## config.mk

```make
export PLATFORM = sky130hd
export DESIGN_NAME = spi_slave_hs_flat
export DESIGN_NICKNAME = d
export VERILOG_FILES = /design/src/rtl/spi_slave_hs_if.sv /design/src/rtl/spi_slave_hs.sv /design/src/flat_wrapper.sv
export SDC_FILE = /design/constraint.sdc
export NUM_CORES = 1
export LEC_CHECK = 0
export BUFFER_PORTS_ARGS = -buffer_cell sky130_fd_sc_hd__buf_4
export CAP_MARGIN = 10
export CORE_ASPECT_RATIO = 1.1
export CORE_MARGIN = 8
export CORE_UTILIZATION = 30
export DETAILED_ROUTE_END_ITERATION = 8
export PLACE_DENSITY = 0.45
export SYNTH_ARGS = -nofsm -noshare
export SYNTH_HDL_FRONTEND = slang
export SYNTH_SLANG_ARGS = --single-unit
```

## constraint.sdc

```tcl
create_clock -name CLK -period 6.1 [get_ports CLK]
set_clock_uncertainty 0.2 [all_clocks]
set_input_delay 0.305 -clock CLK [delete_from_list [all_inputs] [get_ports CLK]]
set_output_delay 0.305 -clock CLK [all_outputs]
set_load 0.05 [all_outputs]
```

## src/rtl/spi_slave_hs_if.sv

```systemverilog
// Serial link and status bundle between an SPI master and the spi_slave_hs responder.
interface spi_slave_hs_if;
  logic        CS_b;
  logic        SCLK;
  logic        MOSI;
  logic        MISO;
  logic        frame_done;
  logic        frame_err;
  logic [15:0] last_cmd_A;
  logic [15:0] last_cmd_B;
  logic [9:0]  frame_cnt;

  modport master (
    output CS_b, SCLK, MOSI,
    input  MISO, frame_done, frame_err, last_cmd_A, last_cmd_B, frame_cnt
  );

  modport slave (
    input  CS_b, SCLK, MOSI,
    output MISO, frame_done, frame_err, last_cmd_A, last_cmd_B, frame_cnt
  );
endinterface

```

## src/rtl/spi_slave_hs.sv

```systemverilog
// Oversampled SPI responder emulating a two-channel acquisition front end.
// Define SPI_SLAVE_PIPE2_EN for 2-frame response latency; default is 1-frame latency.
module spi_slave_hs #(
  parameter int          SYNC_STAGES = 2,
  parameter logic [15:0] IDLE_RESP   = 16'h0000
) (
  input logic         CLK,
  input logic         RST_b,
  spi_slave_hs_if.slave bus
);

`ifdef SPI_SLAVE_PIPE2_EN
  localparam int DEPTH = 2;
`else
  localparam int DEPTH = 1;
`endif

  // Top bit of the CS_b/SCLK chains is the history flop used for edge detection.
  logic [SYNC_STAGES:0]   cs_sync_q;
  logic [SYNC_STAGES:0]   sclk_sync_q;
  logic [SYNC_STAGES-1:0] mosi_sync_q;

  logic [5:0]  bit_cnt_q,    bit_cnt_d;
  logic [31:0] shift_in_q,   shift_in_d;
  logic [31:0] shift_out_q,  shift_out_d;
  logic        miso_q,       miso_d;
  logic        done_q,       done_d;
  logic        err_q,        err_d;
  logic [15:0] cmd_a_q,      cmd_a_d;
  logic [15:0] cmd_b_q,      cmd_b_d;
  logic [9:0]  frame_cnt_q,  frame_cnt_d;
  logic [31:0] fifo_q [DEPTH];
  logic [31:0] fifo_d [DEPTH];

  logic cs_s, cs_h, sclk_s, sclk_h, mosi_s;
  logic cs_fall, cs_rise, sclk_rise;

  assign cs_s      = cs_sync_q[SYNC_STAGES-1];
  assign cs_h      = cs_sync_q[SYNC_STAGES];
  assign sclk_s    = sclk_sync_q[SYNC_STAGES-1];
  assign sclk_h    = sclk_sync_q[SYNC_STAGES];
  assign mosi_s    = mosi_sync_q[SYNC_STAGES-1];
  assign cs_fall   = cs_h & ~cs_s;
  assign cs_rise   = ~cs_h & cs_s;
  // Gating on the history level lets a rise coincident with CS_b rise still count.
  assign sclk_rise = sclk_s & ~sclk_h & ~cs_h;

  function automatic logic [15:0] decode(input logic [15:0] c, input logic [5:0] cnt,
                                         input logic half_b);
    logic [9:0] sample;
    sample = {c[11:8], cnt};
    if (c[15:14] == 2'b00)
      decode = half_b ? {6'b0, ~sample} : {6'b0, sample};
    else
      decode = 16'hFF00 | {10'b0, c[13:8]};
  endfunction

  always_comb begin
    bit_cnt_d   = bit_cnt_q;
    shift_in_d  = shift_in_q;
    shift_out_d = shift_out_q;
    done_d      = 1'b0;
    err_d       = 1'b0;
    cmd_a_d     = cmd_a_q;
    cmd_b_d     = cmd_b_q;
    frame_cnt_d = frame_cnt_q;
    fifo_d      = fifo_q;
    miso_d      = cs_s ? 1'b0 : shift_out_q[31];

    if (cs_fall) begin
      bit_cnt_d   = 6'd0;
      shift_out_d = fifo_q[0];
    end

    if (sclk_rise) begin
      shift_in_d  = {shift_in_q[30:0], mosi_s};
      bit_cnt_d   = (bit_cnt_q == 6'd63) ? 6'd63 : bit_cnt_q + 6'd1;
      shift_out_d = {shift_out_q[30:0], 1'b0};
    end

    if (cs_rise) begin
      if (bit_cnt_d == 6'd32) begin
        cmd_a_d     = shift_in_d[31:16];
        cmd_b_d     = shift_in_d[15:0];
        frame_cnt_d = frame_cnt_q + 10'd1;
        done_d      = 1'b1;
        for (int i = 0; i < DEPTH - 1; i++)
          fifo_d[i] = fifo_q[i+1];
        fifo_d[DEPTH-1] = {decode(shift_in_d[31:16], frame_cnt_q[5:0], 1'b0),
                           decode(shift_in_d[15:0],  frame_cnt_q[5:0], 1'b1)};
      end else begin
        err_d = 1'b1;
      end
    end
  end

  always_ff @(posedge CLK or negedge RST_b) begin
    if (!RST_b) begin
      cs_sync_q   <= '1;
      sclk_sync_q <= '0;
      mosi_sync_q <= '0;
      bit_cnt_q   <= '0;
      shift_in_q  <= '0;
      shift_out_q <= '0;
      miso_q      <= 1'b0;
      done_q      <= 1'b0;
      err_q       <= 1'b0;
      cmd_a_q     <= '0;
      cmd_b_q     <= '0;
      frame_cnt_q <= '0;
      for (int i = 0; i < DEPTH; i++)
        fifo_q[i] <= {IDLE_RESP, IDLE_RESP};
    end else begin
      cs_sync_q   <= {cs_sync_q[SYNC_STAGES-1:0], bus.CS_b};
      sclk_sync_q <= {sclk_sync_q[SYNC_STAGES-1:0], bus.SCLK};
      mosi_sync_q <= {mosi_sync_q[SYNC_STAGES-2:0], bus.MOSI};
      bit_cnt_q   <= bit_cnt_d;
      shift_in_q  <= shift_in_d;
      shift_out_q <= shift_out_d;
      miso_q      <= miso_d;
      done_q      <= done_d;
      err_q       <= err_d;
      cmd_a_q     <= cmd_a_d;
      cmd_b_q     <= cmd_b_d;
      frame_cnt_q <= frame_cnt_d;
      fifo_q      <= fifo_d;
    end
  end

  assign bus.MISO       = miso_q;
  assign bus.frame_done = done_q;
  assign bus.frame_err  = err_q;
  assign bus.last_cmd_A = cmd_a_q;
  assign bus.last_cmd_B = cmd_b_q;
  assign bus.frame_cnt  = frame_cnt_q;

endmodule
```

## src/flat_wrapper.sv

```systemverilog
// flat-port wrapper written by rule: the top's interface ports become plain ports
module spi_slave_hs_flat 
#(
  parameter int          SYNC_STAGES = 2,
  parameter logic [15:0] IDLE_RESP   = 16'h0000
)
  (CLK, RST_b, bus_CS_b, bus_SCLK, bus_MOSI, bus_MISO, bus_frame_done, bus_frame_err, bus_last_cmd_A, bus_last_cmd_B, bus_frame_cnt);
  spi_slave_hs_if bus_i ();
  input logic CLK;
  input logic RST_b;
  input wire logic [$bits(bus_i.CS_b)-1:0] bus_CS_b;
  input wire logic [$bits(bus_i.SCLK)-1:0] bus_SCLK;
  input wire logic [$bits(bus_i.MOSI)-1:0] bus_MOSI;
  output wire logic [$bits(bus_i.MISO)-1:0] bus_MISO;
  output wire logic [$bits(bus_i.frame_done)-1:0] bus_frame_done;
  output wire logic [$bits(bus_i.frame_err)-1:0] bus_frame_err;
  output wire logic [$bits(bus_i.last_cmd_A)-1:0] bus_last_cmd_A;
  output wire logic [$bits(bus_i.last_cmd_B)-1:0] bus_last_cmd_B;
  output wire logic [$bits(bus_i.frame_cnt)-1:0] bus_frame_cnt;
  assign bus_i.CS_b = bus_CS_b;
  assign bus_i.SCLK = bus_SCLK;
  assign bus_i.MOSI = bus_MOSI;
  assign bus_MISO = bus_i.MISO;
  assign bus_frame_done = bus_i.frame_done;
  assign bus_frame_err = bus_i.frame_err;
  assign bus_last_cmd_A = bus_i.last_cmd_A;
  assign bus_last_cmd_B = bus_i.last_cmd_B;
  assign bus_frame_cnt = bus_i.frame_cnt;
  spi_slave_hs #(.SYNC_STAGES(SYNC_STAGES), .IDLE_RESP(IDLE_RESP)) u_core (.CLK(CLK), .RST_b(RST_b), .bus(bus_i));
endmodule
```

# --- Yosys cells after proc, flatten, opt, wreduce, memory -nomap -nowiden ---
# Cells that the tools add are included.
op_classes:
  add_sub_neg: 2
  eq_ne: 2
  muxes: 13
  bitwise_logic: 8
  n_reduce_logical: 4
ops:
  columns: ["op", "count"]
  rows:
  - ["2-to-1 mux 32 bit", 3]
  - ["2-to-1 mux 16 bit", 2]
  - ["2-to-1 mux 6 bit", 3]
  - ["equality test 6 bit, second input constant", 2]
  - ["adder 10 x 1 -> 10 bit, second input constant", 1]
  - ["NOT 10 bit", 1]
  - ["adder 6 x 1 -> 6 bit, second input constant", 1]
  - ["2-to-1 mux 1 bit", 5]
  - ["bitwise AND 1 bit", 4]
  - ["logical NOT 2 bit", 2]
  - ["NOT 1 bit", 3]
  - ["AND reduction 2 bit", 1]
  - ["nonzero test 2 bit", 1]
totals:
  register_bits: 155
  input_bits: 5
  out_inout_bits: 45
  word_cells: 42

# --- Depth between registers and ports, before layout ---
depth:
  ltp_word: 7
  depth_mapped: 9

# --- Least setup slack after synthesis ---
# OpenSTA, ideal clock, no wires.
synth_path:
  kind: "reg2reg"
  startpoint: "reg u_core.sclk_sync_q[2]"
  endpoint: "reg u_core.cmd_b_q[10] (netlist: u_core.bus.last_cmd_B[10])"
  arrival_ns: 2.041
  required_time_ns: 5.772
  path_slack_ns: 3.732
  stages_incl_launch_ff: 8
  period_less_slack_ns: 2.368
  path_cell_list: "dfrtp_1 -> or3b_1 -> buf_6 -> nor4b_4 -> o31a_1 -> nand4_2 -> buf_2 -> mux2_1"
synth_via:
  elab_chain_len: 6
  word_cells_on_any_way: 7
synth_rtl:
  columns: ["item", "line_no", "source"]
  rows:
  - ["start, declared", "spi_slave_hs.sv:20", "logic [SYNC_STAGES:0] sclk_sync_q;"]
  - ["start signal, assigned", "spi_slave_hs.sv:115", "sclk_sync_q <= {sclk_sync_q[SYNC_STAGES-1:0], bus.SCLK};"]
  - ["NOT 1 bit *", "spi_slave_hs.sv:46", "assign sclk_rise = sclk_s & ~sclk_h & ~cs_h;"]
  - ["bitwise AND 1 bit * (2 in series)", "spi_slave_hs.sv:46", null]
  - ["2-to-1 mux 6 bit", "spi_slave_hs.sv:75", "if (sclk_rise) begin"]
  - ["equality test 6 bit", "spi_slave_hs.sv:82", "if (bit_cnt_d == 6'd32) begin"]
  - ["AND reduction 2 bit (no line)", null, null]
  - ["end signal, assigned", "spi_slave_hs.sv:124", "cmd_b_q <= cmd_b_d;"]
  - ["end, declared", "spi_slave_hs.sv:30", "logic [15:0] cmd_b_q, cmd_b_d;"]
# Every way passes the cells marked *; elsewhere a longest branch is shown, timed or not.
# A chain may end at the register's enable or synchronous reset.

# --- Worst setup path after layout ---
layout_path:
  startpoint: "reg u_core.sclk_sync_q[2]"
  endpoint: "reg u_core.frame_cnt_q[1] (netlist: u_core.bus.frame_cnt[1])"
layout_via:
  elab_chain_len: 6
layout_rtl:
  columns: ["item", "line_no", "source"]
  rows:
  - ["NOT 1 bit", "spi_slave_hs.sv:46", null]
  - ["bitwise AND 1 bit (2 in series)", "spi_slave_hs.sv:46", null]
  - ["2-to-1 mux 6 bit", "spi_slave_hs.sv:75", null]
  - ["equality test 6 bit", "spi_slave_hs.sv:82", null]
  - ["AND reduction 2 bit (no line)", null, null]
  - ["end signal, assigned", "spi_slave_hs.sv:125", "frame_cnt_q <= frame_cnt_d;"]
  - ["end, declared", "spi_slave_hs.sv:31", "logic [9:0] frame_cnt_q, frame_cnt_d;"]
# Every way passes these cells.

==> impl_metrics.json <==
{
  "status": "finished, final reports clean",
  "syn-cell-area_mm2": 0.00583,
  "min_period_ns": 3.97,
  "yosys-top-cells-area": "dfrtp_1, nand2_1, mux2_1",
  "fillers": 1899,
  "crit_path_end_kind": "flip-flop",
  "finalWirelength_um": 12600,
  "cts_num_sinks": 145,
  "area_delta_synth_final_pct": 20.7,
  "yosysWarnings": 0,
  "ys_async_sr_fraction": 1.00,
  "grt_max_degree": 82,
  "crit_path_frequent_cell": "buf_4",
  "ioPinCount": 50,
  "postSynthCellCount": 527,
  "relSlewSlack": 0.420,
  "drtPass1Iterations": 4,
  "maxCapViolCount": 0,
  "ant_nets": 0,
  "diodes": 0,
  "start_util": 0.305,
  "worst-path-max-fanout": 55,
  "gp_congestion": 0.748,
  "port_buffers": 49,
  "cpMaxStageDelayCell": "nand4_4",
  "htreeDepth": 4,
  "post_cts_buffers": 0,
  "antenna_found_initial": 0,
  "avgSynthCellArea_um2": 11.1,
  "path_class": "flip-flop to flip-flop",
  "synth_commonest_cells": "nand2_1, dfrtp_1, o21ai_0",
  "hold_path_class": "flip-flop to flip-flop",
  "cts_root_buf": "clkbuf_16",
  "worst_setup_path_start_kind": "flip-flop",
  "synth_top_area_share": 0.610,
  "hpwlAfterDp_um": 7990,
  "drv_slew": 0,
  "dieArea_mm2": 0.0241,
  "synth_nets": 534,
  "post-synth-top-area-cell": "dfrtp_1",
  "synth_edf_count": 0,
  "drc_errors": 0,
  "powerDensity_mw_per_mm2": 292,
  "tightest_slew_ns": 0.868,
  "grt_pass1_wl_um": 21600,
  "cts_tree": "built",
  "multi_input_area_mm2": 0.00202,
  "seq_area_frac_synth": 0.623,
  "fin_crit_sh": 0.650,
  "setup_viol": 0,
  "grt_use_total": 0.113,
  "vias": 3892,
  "yosysMostFrequentCell": "nand2_1",
  "max_freq_ghz": 0.252,
  "first_global_vias": 4090,
  "crit_path_max_incr_delay_ns": 0.77,
  "crit_arrival_ns": 4.06,
  "avgViaCountPerCell": 4.68,
  "cts_buffers": 17,
  "hold_viol_final": 0,
  "p_leak_nw": 3.62,
  "drive_above_1_share": 0.166,
  "crit_chain": "nor3b_4 > buf_4 > a41oi_1 > o311ai_2 > nand4_4 > buf_4 > mux2_1",
  "fp.coreArea_mm2": 0.0191,
  "wl_per_cell_um": 15.1,
  "synth_cell_type_count": 44,
  "gr-total-overflow": 0,
  "ys_seq_elements": 145,
  "power.total_mw": 2.05,
  "seq_area_mm2": 0.00363,
  "dieWidth_um": 149,
  "clock_path_buffers": 2,
  "required_ns": 6.19,
  "clock_latency_ns": 0.41,
  "drt_iter0_drc": 347,
  "peakVddDrop_mv": 0.141,
  "finalSetupTns_ns": 0,
  "clk_pin_slew_worst_paths_ns": 0.06,
  "rows": 53,
  "fin_nets": 581,
  "yosys_most_used_dff": "dfrtp_1",
  "die_y_um": 162,
  "rsz0062_at_grt": "false"
}
## power by group
part	internal, mW	total, mW	switching [mW]	leakage [nW]
registers	0.981	0.995	0.0133	2.00
logic	0.0197	0.0761	0.0564	1.36
clock network	0.597	0.983	0.386	0.269
total	1.60	2.05	0.455	3.62
## layout make-up
cell class | instances | share of cell area
clock buffer | 21 | 0.0683
clock inverter | 9 | 0.0119
inverter | 12 | 0.00640
multi-input combinational | 338 | 0.287
sequential | 145 | 0.516
tap | 247 | 0.0439
timing repair buffer | 60 | 0.0660
## cell families after synthesis
group / synth area share
buf+inv: 0.0316
xor+xnor: 0.0135
fa+ha+maj: 0.00429
compound gates: 0.117
simple gates: 0.149
mux: 0.0616
flops: 0.623
## flip-flops by register name, summed over array words and instances (netlist names), 2 cells and up
name,count
u_core.shift_in_q,32
u_core.bit_cnt_q,6
u_core.bus.last_cmd_B,16
u_core.shift_out_q,32
u_core.mosi_sync_q,2
u_core.fifo_q,22
u_core.sclk_sync_q,3
u_core.cs_sync_q,3
u_core.bus.frame_cnt,10
u_core.bus.last_cmd_A,16
## metal layers
| metal | routed length (um) | vias to the layer above | GRT usage |
|---|---|---|---|
| met5 | 0 | - | 0 |
| met4 | 197 | 0 | 0.0436 |
| met3 | 404 | 18 | 0.0337 |
| met2 | 5730 | 67 | 0.168 |
| met1 | 6260 | 1910 | 0.150 |
| li1 | - | 1897 | - |
## cell usage in the layout, fill, tap and decap left out, drive strengths merged, types with 2 or more instances in the layout
master / count
buf: 56
nand4b: 2
clkinv: 4
nand2: 143
nor2b: 4
nor4b: 2
o31ai: 4
nor2: 18
a21oi: 18
a21bo: 2
a41oi: 2
dfstp: 3
nor4: 4
a22oi: 19
a221o: 12
xnor2: 2
nand3: 7
nor3: 3
dlygate4sd3: 4
o21ai: 29
clkinvlp: 4
dfrtp: 142
and2: 5
mux2: 23
mux2i: 10
and3: 3
inv: 12
ha: 2
a31oi: 2
a21o: 5
xor2: 7
clkbuf: 21
## final timing paths
| path | endpoint | cells after the start | slack, ns | startpoint |
|---|---|---|---|---|
| max | u_core.bus.frame_cnt[1]$_DFFE_PN0P_ | 7 | 2.13 | u_core.sclk_sync_q[2]$_DFF_PN0_ |
| min | u_core.mosi_sync_q[1]$_DFF_PN0_ | 0 | 0.15 | u_core.mosi_sync_q[0]$_DFF_PN0_ |
| min reg2reg | u_core.mosi_sync_q[1]$_DFF_PN0_ | 0 | 0.15 | u_core.mosi_sync_q[0]$_DFF_PN0_ |
| max in group asynchronous | u_core.bus.last_cmd_A[5]$_DFFE_PN0P_ | 3 | 4.06 | RST_b |
| max reg2reg | u_core.bus.frame_cnt[1]$_DFFE_PN0P_ | 7 | 2.13 | u_core.sclk_sync_q[2]$_DFF_PN0_ |
| min in group asynchronous | u_core.bus.last_cmd_A[8]$_DFFE_PN0P_ | 2 | 0.29 | RST_b |
## stage by stage
stage	instance area (um2)	hold slack (ns)	worst slack (ns)	instances	util
after detailed placement	6430	0.139	2.11	798	0.337
after global routing	7030	0.154	1.80	832	0.368
final	7030	0.150	2.13	832	0.368
after global placement	6430	0.138	2.18	798	0.337
after CTS	7030	0.153	2.09	832	0.368
after floorplan	5830	-0.191	3.73	527	-
## critical path, delay by kind of cell (launching register included)
| family | cells | cell delay, ns |
|---|---|---|
| multiplexers | 1 | 0.34 |
| AO/OA/AOI/OAI | 2 | 0.71 |
| flip-flops | 1 | 0.42 |
| buffers and inverters | 2 | 0.88 |
| AND/OR/NAND/NOR | 2 | 1.26 |
## what timing repair did
action,4_1_cts,5_1_grt
hold buffers,4,0
hold endpoints to repair,83,0
resized for setup,0,0
No activity file was read; power rests on OpenSTA's default activity.
